**config.mk**
```make
export PLATFORM = sky130hd
export DESIGN_NAME = h_csr_read_sched_flat
export DESIGN_NICKNAME = d
export VERILOG_FILES = /design/src/rtl/gat_pkg.sv /design/src/rtl/h_csr_read_sched_if.sv /design/src/rtl/stream_skid_fifo.sv /design/src/rtl/h_csr_read_sched.sv /design/src/flat_wrapper.sv
export SDC_FILE = /design/constraint.sdc
export NUM_CORES = 1
export LEC_CHECK = 0
export CAP_MARGIN = 10
export CORE_ASPECT_RATIO = 1.25
export CORE_MARGIN = 5
export CORE_UTILIZATION = 44
export DETAILED_ROUTE_END_ITERATION = 6
export PLACE_DENSITY = 0.74
export SYNTH_ARGS = -nofsm -noshare
export SYNTH_HDL_FRONTEND = slang
export SYNTH_SLANG_ARGS = --single-unit
```
**constraint.sdc**
```tcl
create_clock -name clk -period 4.1 [get_ports clk]
set_input_delay 0.82 -clock clk [delete_from_list [all_inputs] [get_ports clk]]
set_output_delay 0.82 -clock clk [all_outputs]
set_load 0.005 [all_outputs]
```
**src/rtl/gat_pkg.sv**
```systemverilog
// gat_pkg: shared widths, CSR node_info / H element bundles and the
// read-scheduler state encoding.
package gat_pkg;
  localparam int DATA_WIDTH      = 8;
  localparam int H_NUM_OF_ROWS   = 5;
  localparam int H_NUM_OF_COLS   = 5;
  localparam int NUM_OF_NODES    = 5;
  localparam int BRAM_ADDR_WIDTH = 32;

  localparam int COL_IDX_WIDTH   = $clog2(H_NUM_OF_COLS);
  localparam int ROW_LEN_WIDTH   = $clog2(H_NUM_OF_COLS);
  localparam int NUM_NODE_WIDTH  = $clog2(NUM_OF_NODES);
  localparam int NODE_INFO_WIDTH = ROW_LEN_WIDTH + NUM_NODE_WIDTH + 1;
  localparam int H_INDEX_WIDTH   = $clog2(H_NUM_OF_ROWS);
  // row counter must also hold the terminal value H_NUM_OF_ROWS
  localparam int ROW_CNT_WIDTH   = $clog2(H_NUM_OF_ROWS + 1);

  typedef struct packed {
    logic [ROW_LEN_WIDTH-1:0]  row_len;
    logic [NUM_NODE_WIDTH-1:0] num_node;
    logic                      flag;
  } node_info_t;

  typedef struct packed {
    logic [COL_IDX_WIDTH-1:0]  col_idx;
    logic [DATA_WIDTH-1:0]     value;
    logic [H_INDEX_WIDTH-1:0]  row_idx;
    logic [NUM_NODE_WIDTH-1:0] num_node;
    logic                      flag;
    logic                      last;
  } h_elem_t;

  typedef enum logic [2:0] {
    S_IDLE,
    S_INFO_REQ,
    S_INFO_CAP,
    S_STREAM,
    S_DRAIN,
    S_DONE
  } state_t;
endpackage

```
**src/rtl/h_csr_read_sched_if.sv**
```systemverilog
// h_csr_read_sched_if: H BRAM port B bundle plus the tagged element
// stream and run control of the CSR read scheduler.
interface h_csr_read_sched_if;
  import gat_pkg::*;

  logic start;
  logic H_col_idx_BRAM_load_done;
  logic H_value_BRAM_load_done;
  logic H_node_info_BRAM_load_done;

  logic                       H_node_info_BRAM_enb;
  logic [BRAM_ADDR_WIDTH-1:0] H_node_info_BRAM_addrb;
  logic [NODE_INFO_WIDTH-1:0] H_node_info_BRAM_dout;
  logic                       H_col_idx_BRAM_enb;
  logic [BRAM_ADDR_WIDTH-1:0] H_col_idx_BRAM_addrb;
  logic [COL_IDX_WIDTH-1:0]   H_col_idx_BRAM_dout;
  logic                       H_value_BRAM_enb;
  logic [BRAM_ADDR_WIDTH-1:0] H_value_BRAM_addrb;
  logic [DATA_WIDTH-1:0]      H_value_BRAM_dout;

  logic                      out_valid;
  logic                      out_ready;
  logic [COL_IDX_WIDTH-1:0]  out_col_idx;
  logic [DATA_WIDTH-1:0]     out_value;
  logic [H_INDEX_WIDTH-1:0]  out_row_idx;
  logic [NUM_NODE_WIDTH-1:0] out_num_node;
  logic                      out_flag;
  logic                      out_row_last;
  logic                      busy;
  logic                      done;

  modport master (
    input  start, H_col_idx_BRAM_load_done, H_value_BRAM_load_done,
    input  H_node_info_BRAM_load_done,
    input  H_node_info_BRAM_dout, H_col_idx_BRAM_dout, H_value_BRAM_dout,
    input  out_ready,
    output H_node_info_BRAM_enb, H_node_info_BRAM_addrb,
    output H_col_idx_BRAM_enb, H_col_idx_BRAM_addrb,
    output H_value_BRAM_enb, H_value_BRAM_addrb,
    output out_valid, out_col_idx, out_value, out_row_idx,
    output out_num_node, out_flag, out_row_last, busy, done
  );

  modport slave (
    output start, H_col_idx_BRAM_load_done, H_value_BRAM_load_done,
    output H_node_info_BRAM_load_done,
    output H_node_info_BRAM_dout, H_col_idx_BRAM_dout, H_value_BRAM_dout,
    output out_ready,
    input  H_node_info_BRAM_enb, H_node_info_BRAM_addrb,
    input  H_col_idx_BRAM_enb, H_col_idx_BRAM_addrb,
    input  H_value_BRAM_enb, H_value_BRAM_addrb,
    input  out_valid, out_col_idx, out_value, out_row_idx,
    input  out_num_node, out_flag, out_row_last, busy, done
  );
endinterface

```
**src/rtl/stream_skid_fifo.sv**
```systemverilog
// stream_skid_fifo: 2-entry synchronous FIFO of H elements; the
// caller guarantees no push when full and no pop when empty.
module stream_skid_fifo
  import gat_pkg::*;
(
  input  logic       clk,
  input  logic       rst,
  input  logic       push,
  input  logic       pop,
  input  h_elem_t    din,
  output h_elem_t    dout,
  output logic [1:0] count
);
  h_elem_t    mem_q [2];
  h_elem_t    mem_d [2];
  logic       wr_q, wr_d;
  logic       rd_q, rd_d;
  logic [1:0] cnt_q, cnt_d;

  always_comb begin
    mem_d = mem_q;
    wr_d  = wr_q;
    rd_d  = rd_q;
    if (push) begin
      mem_d[wr_q] = din;
      wr_d        = ~wr_q;
    end
    if (pop) rd_d = ~rd_q;
    cnt_d = cnt_q + {1'b0, push} - {1'b0, pop};
  end

  always_ff @(posedge clk or posedge rst) begin
    if (rst) begin
      mem_q[0] <= '0;
      mem_q[1] <= '0;
      wr_q     <= 1'b0;
      rd_q     <= 1'b0;
      cnt_q    <= 2'd0;
    end else begin
      mem_q <= mem_d;
      wr_q  <= wr_d;
      rd_q  <= rd_d;
      cnt_q <= cnt_d;
    end
  end

  assign dout  = mem_q[rd_q];
  assign count = cnt_q;
endmodule

```
**src/rtl/h_csr_read_sched.sv**
```systemverilog
// h_csr_read_sched: walks CSR node_info row by row and streams tagged
// (col_idx, value) elements of H to the SpMM stage over valid/ready.
module h_csr_read_sched
  import gat_pkg::*;
(
  input  logic               clk,
  input  logic               rst,
  h_csr_read_sched_if.master bus
);
  localparam int RCW = ROW_CNT_WIDTH;

  state_t                     state_q, state_d;
  logic [RCW-1:0]             row_cnt_q, row_cnt_d;
  logic [BRAM_ADDR_WIDTH-1:0] nnz_ptr_q, nnz_ptr_d;
  logic [ROW_LEN_WIDTH-1:0]   rem_q, rem_d;
  logic [NUM_NODE_WIDTH-1:0]  num_node_q, num_node_d;
  logic                       flag_q, flag_d;
  logic                       infl_q, infl_d;
  h_elem_t                    tag_q, tag_d;

  node_info_t ni;
  h_elem_t    push_elem, head;
  logic [1:0] count;
  logic [2:0] occ;
  logic       push, pop, head_vld, all_loaded;
  logic       last_row, room, issue, ni_enb;

  assign ni         = node_info_t'(bus.H_node_info_BRAM_dout);
  assign all_loaded = bus.H_col_idx_BRAM_load_done
                    & bus.H_value_BRAM_load_done
                    & bus.H_node_info_BRAM_load_done;
  assign last_row   = (row_cnt_q == RCW'(H_NUM_OF_ROWS - 1));
  assign head_vld   = (count != 2'd0);
  assign pop        = head_vld & bus.out_ready;
  assign push       = infl_q;
  // occupancy the FIFO will have once this cycle's pop/push settle
  assign occ        = 3'(count) + 3'(infl_q) - 3'(pop);
  assign room       = (occ < 3'd2);
  assign ni_enb     = (state_q == S_INFO_REQ);

  always_comb begin
    push_elem         = tag_q;
    push_elem.col_idx = bus.H_col_idx_BRAM_dout;
    push_elem.value   = bus.H_value_BRAM_dout;
  end

  always_comb begin
    state_d    = state_q;
    row_cnt_d  = row_cnt_q;
    nnz_ptr_d  = nnz_ptr_q;
    rem_d      = rem_q;
    num_node_d = num_node_q;
    flag_d     = flag_q;
    tag_d      = tag_q;
    issue      = 1'b0;
    unique case (state_q)
      S_IDLE: begin
        if (bus.start && all_loaded) begin
          row_cnt_d = '0;
          nnz_ptr_d = '0;
          state_d   = S_INFO_REQ;
        end
      end
      S_INFO_REQ: state_d = S_INFO_CAP;
      S_INFO_CAP: begin
        num_node_d = ni.num_node;
        flag_d     = ni.flag;
        if (ni.row_len == '0) begin
          row_cnt_d = row_cnt_q + RCW'(1);
          state_d   = last_row ? S_DRAIN : S_INFO_REQ;
        end else begin
          rem_d   = ni.row_len;
          state_d = S_STREAM;
        end
      end
      S_STREAM: begin
        if (room) begin
          issue          = 1'b1;
          nnz_ptr_d      = nnz_ptr_q + BRAM_ADDR_WIDTH'(1);
          rem_d          = rem_q - ROW_LEN_WIDTH'(1);
          tag_d          = '0;
          tag_d.row_idx  = H_INDEX_WIDTH'(row_cnt_q);
          tag_d.num_node = num_node_q;
          tag_d.flag     = flag_q;
          tag_d.last     = (rem_q == ROW_LEN_WIDTH'(1));
          if (rem_q == ROW_LEN_WIDTH'(1)) begin
            row_cnt_d = row_cnt_q + RCW'(1);
            state_d   = last_row ? S_DRAIN : S_INFO_REQ;
          end
        end
      end
      S_DRAIN: begin
        if (!head_vld && !infl_q) state_d = S_DONE;
      end
      S_DONE:  state_d = S_IDLE;
      default: state_d = S_IDLE;
    endcase
    infl_d = issue;
  end

  always_ff @(posedge clk or posedge rst) begin
    if (rst) begin
      state_q    <= S_IDLE;
      row_cnt_q  <= '0;
      nnz_ptr_q  <= '0;
      rem_q      <= '0;
      num_node_q <= '0;
      flag_q     <= 1'b0;
      infl_q     <= 1'b0;
      tag_q      <= '0;
    end else begin
      state_q    <= state_d;
      row_cnt_q  <= row_cnt_d;
      nnz_ptr_q  <= nnz_ptr_d;
      rem_q      <= rem_d;
      num_node_q <= num_node_d;
      flag_q     <= flag_d;
      infl_q     <= infl_d;
      tag_q      <= tag_d;
    end
  end

  stream_skid_fifo u_fifo (
    .clk   (clk),
    .rst   (rst),
    .push  (push),
    .pop   (pop),
    .din   (push_elem),
    .dout  (head),
    .count (count)
  );

  assign bus.H_node_info_BRAM_enb   = ni_enb;
  assign bus.H_node_info_BRAM_addrb =
    ni_enb ? BRAM_ADDR_WIDTH'(row_cnt_q) : '0;
  assign bus.H_col_idx_BRAM_enb     = issue;
  assign bus.H_col_idx_BRAM_addrb   = issue ? nnz_ptr_q : '0;
  assign bus.H_value_BRAM_enb       = issue;
  assign bus.H_value_BRAM_addrb     = issue ? nnz_ptr_q : '0;

  assign bus.out_valid    = head_vld;
  assign bus.out_col_idx  = head_vld ? head.col_idx  : '0;
  assign bus.out_value    = head_vld ? head.value    : '0;
  assign bus.out_row_idx  = head_vld ? head.row_idx  : '0;
  assign bus.out_num_node = head_vld ? head.num_node : '0;
  assign bus.out_flag     = head_vld & head.flag;
  assign bus.out_row_last = head_vld & head.last;
  assign bus.busy         = (state_q != S_IDLE);
  assign bus.done         = (state_q == S_DONE);
endmodule

```
**src/flat_wrapper.sv**
```systemverilog
// flat-port wrapper written by rule: the top's interface ports become plain ports
module h_csr_read_sched_flat import gat_pkg::*;
  (clk, rst, bus_start, bus_H_col_idx_BRAM_load_done, bus_H_value_BRAM_load_done, bus_H_node_info_BRAM_load_done, bus_H_node_info_BRAM_dout, bus_H_col_idx_BRAM_dout, bus_H_value_BRAM_dout, bus_out_ready, bus_H_node_info_BRAM_enb, bus_H_node_info_BRAM_addrb, bus_H_col_idx_BRAM_enb, bus_H_col_idx_BRAM_addrb, bus_H_value_BRAM_enb, bus_H_value_BRAM_addrb, bus_out_valid, bus_out_col_idx, bus_out_value, bus_out_row_idx, bus_out_num_node, bus_out_flag, bus_out_row_last, bus_busy, bus_done);
  h_csr_read_sched_if bus_i ();
  input  logic clk;
  input  logic rst;
  input wire logic [$bits(bus_i.start)-1:0] bus_start;
  input wire logic [$bits(bus_i.H_col_idx_BRAM_load_done)-1:0] bus_H_col_idx_BRAM_load_done;
  input wire logic [$bits(bus_i.H_value_BRAM_load_done)-1:0] bus_H_value_BRAM_load_done;
  input wire logic [$bits(bus_i.H_node_info_BRAM_load_done)-1:0] bus_H_node_info_BRAM_load_done;
  input wire logic [$bits(bus_i.H_node_info_BRAM_dout)-1:0] bus_H_node_info_BRAM_dout;
  input wire logic [$bits(bus_i.H_col_idx_BRAM_dout)-1:0] bus_H_col_idx_BRAM_dout;
  input wire logic [$bits(bus_i.H_value_BRAM_dout)-1:0] bus_H_value_BRAM_dout;
  input wire logic [$bits(bus_i.out_ready)-1:0] bus_out_ready;
  output wire logic [$bits(bus_i.H_node_info_BRAM_enb)-1:0] bus_H_node_info_BRAM_enb;
  output wire logic [$bits(bus_i.H_node_info_BRAM_addrb)-1:0] bus_H_node_info_BRAM_addrb;
  output wire logic [$bits(bus_i.H_col_idx_BRAM_enb)-1:0] bus_H_col_idx_BRAM_enb;
  output wire logic [$bits(bus_i.H_col_idx_BRAM_addrb)-1:0] bus_H_col_idx_BRAM_addrb;
  output wire logic [$bits(bus_i.H_value_BRAM_enb)-1:0] bus_H_value_BRAM_enb;
  output wire logic [$bits(bus_i.H_value_BRAM_addrb)-1:0] bus_H_value_BRAM_addrb;
  output wire logic [$bits(bus_i.out_valid)-1:0] bus_out_valid;
  output wire logic [$bits(bus_i.out_col_idx)-1:0] bus_out_col_idx;
  output wire logic [$bits(bus_i.out_value)-1:0] bus_out_value;
  output wire logic [$bits(bus_i.out_row_idx)-1:0] bus_out_row_idx;
  output wire logic [$bits(bus_i.out_num_node)-1:0] bus_out_num_node;
  output wire logic [$bits(bus_i.out_flag)-1:0] bus_out_flag;
  output wire logic [$bits(bus_i.out_row_last)-1:0] bus_out_row_last;
  output wire logic [$bits(bus_i.busy)-1:0] bus_busy;
  output wire logic [$bits(bus_i.done)-1:0] bus_done;
  assign bus_i.start = bus_start;
  assign bus_i.H_col_idx_BRAM_load_done = bus_H_col_idx_BRAM_load_done;
  assign bus_i.H_value_BRAM_load_done = bus_H_value_BRAM_load_done;
  assign bus_i.H_node_info_BRAM_load_done = bus_H_node_info_BRAM_load_done;
  assign bus_i.H_node_info_BRAM_dout = bus_H_node_info_BRAM_dout;
  assign bus_i.H_col_idx_BRAM_dout = bus_H_col_idx_BRAM_dout;
  assign bus_i.H_value_BRAM_dout = bus_H_value_BRAM_dout;
  assign bus_i.out_ready = bus_out_ready;
  assign bus_H_node_info_BRAM_enb = bus_i.H_node_info_BRAM_enb;
  assign bus_H_node_info_BRAM_addrb = bus_i.H_node_info_BRAM_addrb;
  assign bus_H_col_idx_BRAM_enb = bus_i.H_col_idx_BRAM_enb;
  assign bus_H_col_idx_BRAM_addrb = bus_i.H_col_idx_BRAM_addrb;
  assign bus_H_value_BRAM_enb = bus_i.H_value_BRAM_enb;
  assign bus_H_value_BRAM_addrb = bus_i.H_value_BRAM_addrb;
  assign bus_out_valid = bus_i.out_valid;
  assign bus_out_col_idx = bus_i.out_col_idx;
  assign bus_out_value = bus_i.out_value;
  assign bus_out_row_idx = bus_i.out_row_idx;
  assign bus_out_num_node = bus_i.out_num_node;
  assign bus_out_flag = bus_i.out_flag;
  assign bus_out_row_last = bus_i.out_row_last;
  assign bus_busy = bus_i.busy;
  assign bus_done = bus_i.done;
  h_csr_read_sched u_core (.clk(clk), .rst(rst), .bus(bus_i));
endmodule
```
==> out/results.ini <==
[sta]
setup_viol = 0
fin_skew_ns = 0.00444
fin_hold_ws_ns = 0.462
grt_setup_unrepaired = yes
slew_headroom = 0.417
tightest_slew_ns = 0.873
slew_violations = 0
min_period_ns = 4.03
clock.fmax_ghz = 0.248
hold_violations = 0
period_share = 0.984

[hold_path]
hp-class = flop to flop
hold_path_depth = 2

[critical_path]
end_kind = output pin
critical_path.max_fanout = 5
required_ns = 3.28
path_class = input port to output pin
reg2regPathDepth = 17
worstPathArrival_ns = 3.21
startpoint_type = input port

[power_and_ir_drop]
power_frac_clock = 0.167
p_seq_frac = 0.341
netSwitchingPower_mw = 1.66
p_int_mw = 3.13
pwr-share-comb = 0.493
p_leak_nw = 3.25
p_per_area_nw_per_um2 = 697
finalPower_mw = 4.80
vdd_drop_max_mv = 0.287
p_sw_frac = 0.346

[run_status]
run_status = completed

[yosys]
syn_inst = 534
synth_area_per_cell_um2 = 9.99
synth_ff_type = dfrtp_1
ys_seq_elements = 96
synth_async_sr_flop_share = 1.00
synth_edf_count = 0
yosys_warnings = 0
ys_seq_area_frac = 0.450
synthDistinctLibCells = 47
netlist_area_um2 = 5340

[die]
die_h_um = 133
ios = 146
coreArea_um2 = 12000
initial_core_util = 0.443
die_x_um = 109
dieArea_um2 = 14400
rows = 45

[global_route]
antenna_found_initial = 0
grt_max_degree = 56
overflow = 0
grt_pass1_wl_mm = 21.0
grt_pass1_vias = 4286
grtUsageTotal = 0.181

[clock_network]
htree_levels = 3
clk_latency_ns = 0.34
cts_made_buffers = 9
cts_root_buffer = clkbuf_16
cts_tree = built
cts.clk_slew.worst_paths_ns = 0.06
cts.path.max_buffers = 2
cts_num_sinks = 96

[cells_and_area]
syn_to_final_growth_pct = 29.0
finalNetCount = 673
drive_gt1_frac = 0.224
antenna_cells = 0

[detailed_routing]
first_iter_violations = 221
via_per_inst = 5.07
wl_per_cell_um = 15.8
num_vias = 4083
final_antenna_net_count = 0
drt_drc_violations_left = 0
drt-total-wl_mm = 12.7
first_pass_iters = 4

[placed_design]
routabilityCongestion = 0.841
port_buffers = 116
dpl.hpwl_mm = 8.60

[run]
maxCapViolations = 0

-- synthesized netlist by cell type, types with 3 or more instances --
cell type	n	share of area
nor3_1	6	0.0056
ha_1	7	0.016
o31ai_1	5	0.0070
nor2_1	53	0.037
xnor2_1	7	0.011
nor2b_1	3	0.0035
nand2_1	39	0.027
nand3_1	12	0.011
a21oi_1	16	0.015
clkbuf_1	15	0.011
and4_1	4	0.0066
nand4_1	12	0.014
xor2_1	12	0.020
buf_6	3	0.0063
nand2b_1	5	0.0059
buf_4	62	0.087
or3_1	9	0.011
mux2_2	42	0.089
inv_1	15	0.011
dfrtp_1	96	0.45
a211oi_1	4	0.0056
o21ai_0	17	0.016
and3_1	3	0.0035
and2_1	35	0.041
mux2i_1	23	0.043
buf_1	3	0.0021
-- placed cells by master (no fill, tap or decap), drive strengths merged, types with 7 or more instances in the layout --
master / synthesis / routed
nand2: 39 / 39
ha: 7 / 7
clkdlybuf4s50: 0 / 50
buf: 69 / 43
mux2i: 23 / 23
clkbuf: 15 / 22
nand4: 12 / 12
dlygate4sd2: 0 / 29
inv: 15 / 14
o21ai: 17 / 17
xnor2: 7 / 7
mux2: 42 / 42
and2: 35 / 35
nor2: 53 / 53
a21oi: 16 / 16
nand3: 12 / 12
or3: 10 / 10
clkdlybuf4s15: 0 / 15
conb: 1 / 29
xor2: 12 / 12
dfrtp: 96 / 96
-- path summary, 6_finish.rpt --
check                                        from                           end  slack (ns)
max                                 bus_out_ready  bus_H_col_idx_BRAM_addrb[19]        0.07
min                                 u_core.flag_q           u_core.push_elem[1]        0.46
max reg2reg                u_core.u_fifo.count[0]          u_core.nnz_ptr_q[15]        0.70
min reg2reg                         u_core.flag_q           u_core.push_elem[1]        0.46
max in group asynchronous                     rst       u_core.u_fifo.mem_q[36]        2.45
min in group asynchronous                     rst          u_core.nnz_ptr_q[25]        0.92
-- layer usage --
layer	track usage	part of all wire	vias to the layer above
met3	0.0267	0.045	24
met4	0.0828	0.026	0
li1	-	-	1938
met5	0	0	-
met2	0.300	0.51	130
met1	0.230	0.42	1991
-- flip-flops by register name, summed over array words and instances (netlist names), 2 cells and up --
register             count
u_core.u_fifo.mem_q     38
u_core.nnz_ptr_q        32
u_core.push_elem         8
u_core.num_node_q        3
u_core.rem_q             3
u_core.row_cnt_q         3
u_core.state_q           3
u_core.u_fifo.count      2
-- through the flow --
stage | TNS [ns] | area [um^2] | util | instances | worst slack [ns]
finish | 0 | 6880 | 0.571 | 806 | 0.0657
global placement | -39.67 | 6400 | 0.531 | 776 | -0.653
CTS | -0.0428 | 6940 | 0.576 | 807 | -0.0238
global route | -0.109 | 6880 | 0.571 | 806 | -0.0419
floorplan | 0 | 5440 | - | 562 | 0.119
detailed placement | -40.55 | 6400 | 0.531 | 776 | -0.670
-- critical path: stages --
cell	delay [ns]
buf_2	0.08
nor2b_4	0.15
ha_4	0.20
inv_2	0.06
ha_4	0.12
inv_2	0.04
fa_2	0.53
inv_2	0.04
or3_4	0.37
inv_8	0.08
buf_12	0.12
buf_6	0.10
buf_16	0.11
and2_1	0.13
dlygate4sd2_1	0.24
-- cells by family after synthesis --
group	count (synthesis)	synth area share
muxes	65	0.132
xor gates and xnor gates	19	0.0312
other	1	0.000703
DFF	96	0.450
and+or+nand+nor	192	0.185
AOI/OAI and AO/OA	54	0.0633
buffers and inverters	99	0.118
adders and majority gates	8	0.0202
-- power by group through the flow --
| stage | sequential (mW) | clock [mW] | combinational (mW) |
|---|---|---|---|
| after detailed placement | 1.64 | 0 | 2.04 |
| after global routing | 1.69 | 0.856 | 2.60 |
| final | 1.63 | 0.800 | 2.36 |
| after CTS | 1.63 | 0.818 | 2.43 |
| after global placement | 1.61 | 0 | 1.98 |
| after floorplan | 1.53 | 0 | 1.25 |
-- area by class of cell --
cell class              instances  area [um^2]
fillers                      1078         5170
multi-input cells             367         2490
flip-flops and latches         96         2400
repair buffers                151         1440
clock buffers                   9          225
well taps                     164          205
inverters                      15         65.1
clock inverters                 4         48.8
-- timing repair --
| item | in CTS | in global routing |
|---|---|---|
| hold buffers | 0 | 0 |
| endpoints found under the setup margin | 66 | 57 |
| pin swaps | 2 | 1 |
| resized for setup | 121 | 52 |
| cloned | 4 | 0 |
| buffers inserted | 14 | 0 |
Power figures use the tool's default switching activity.
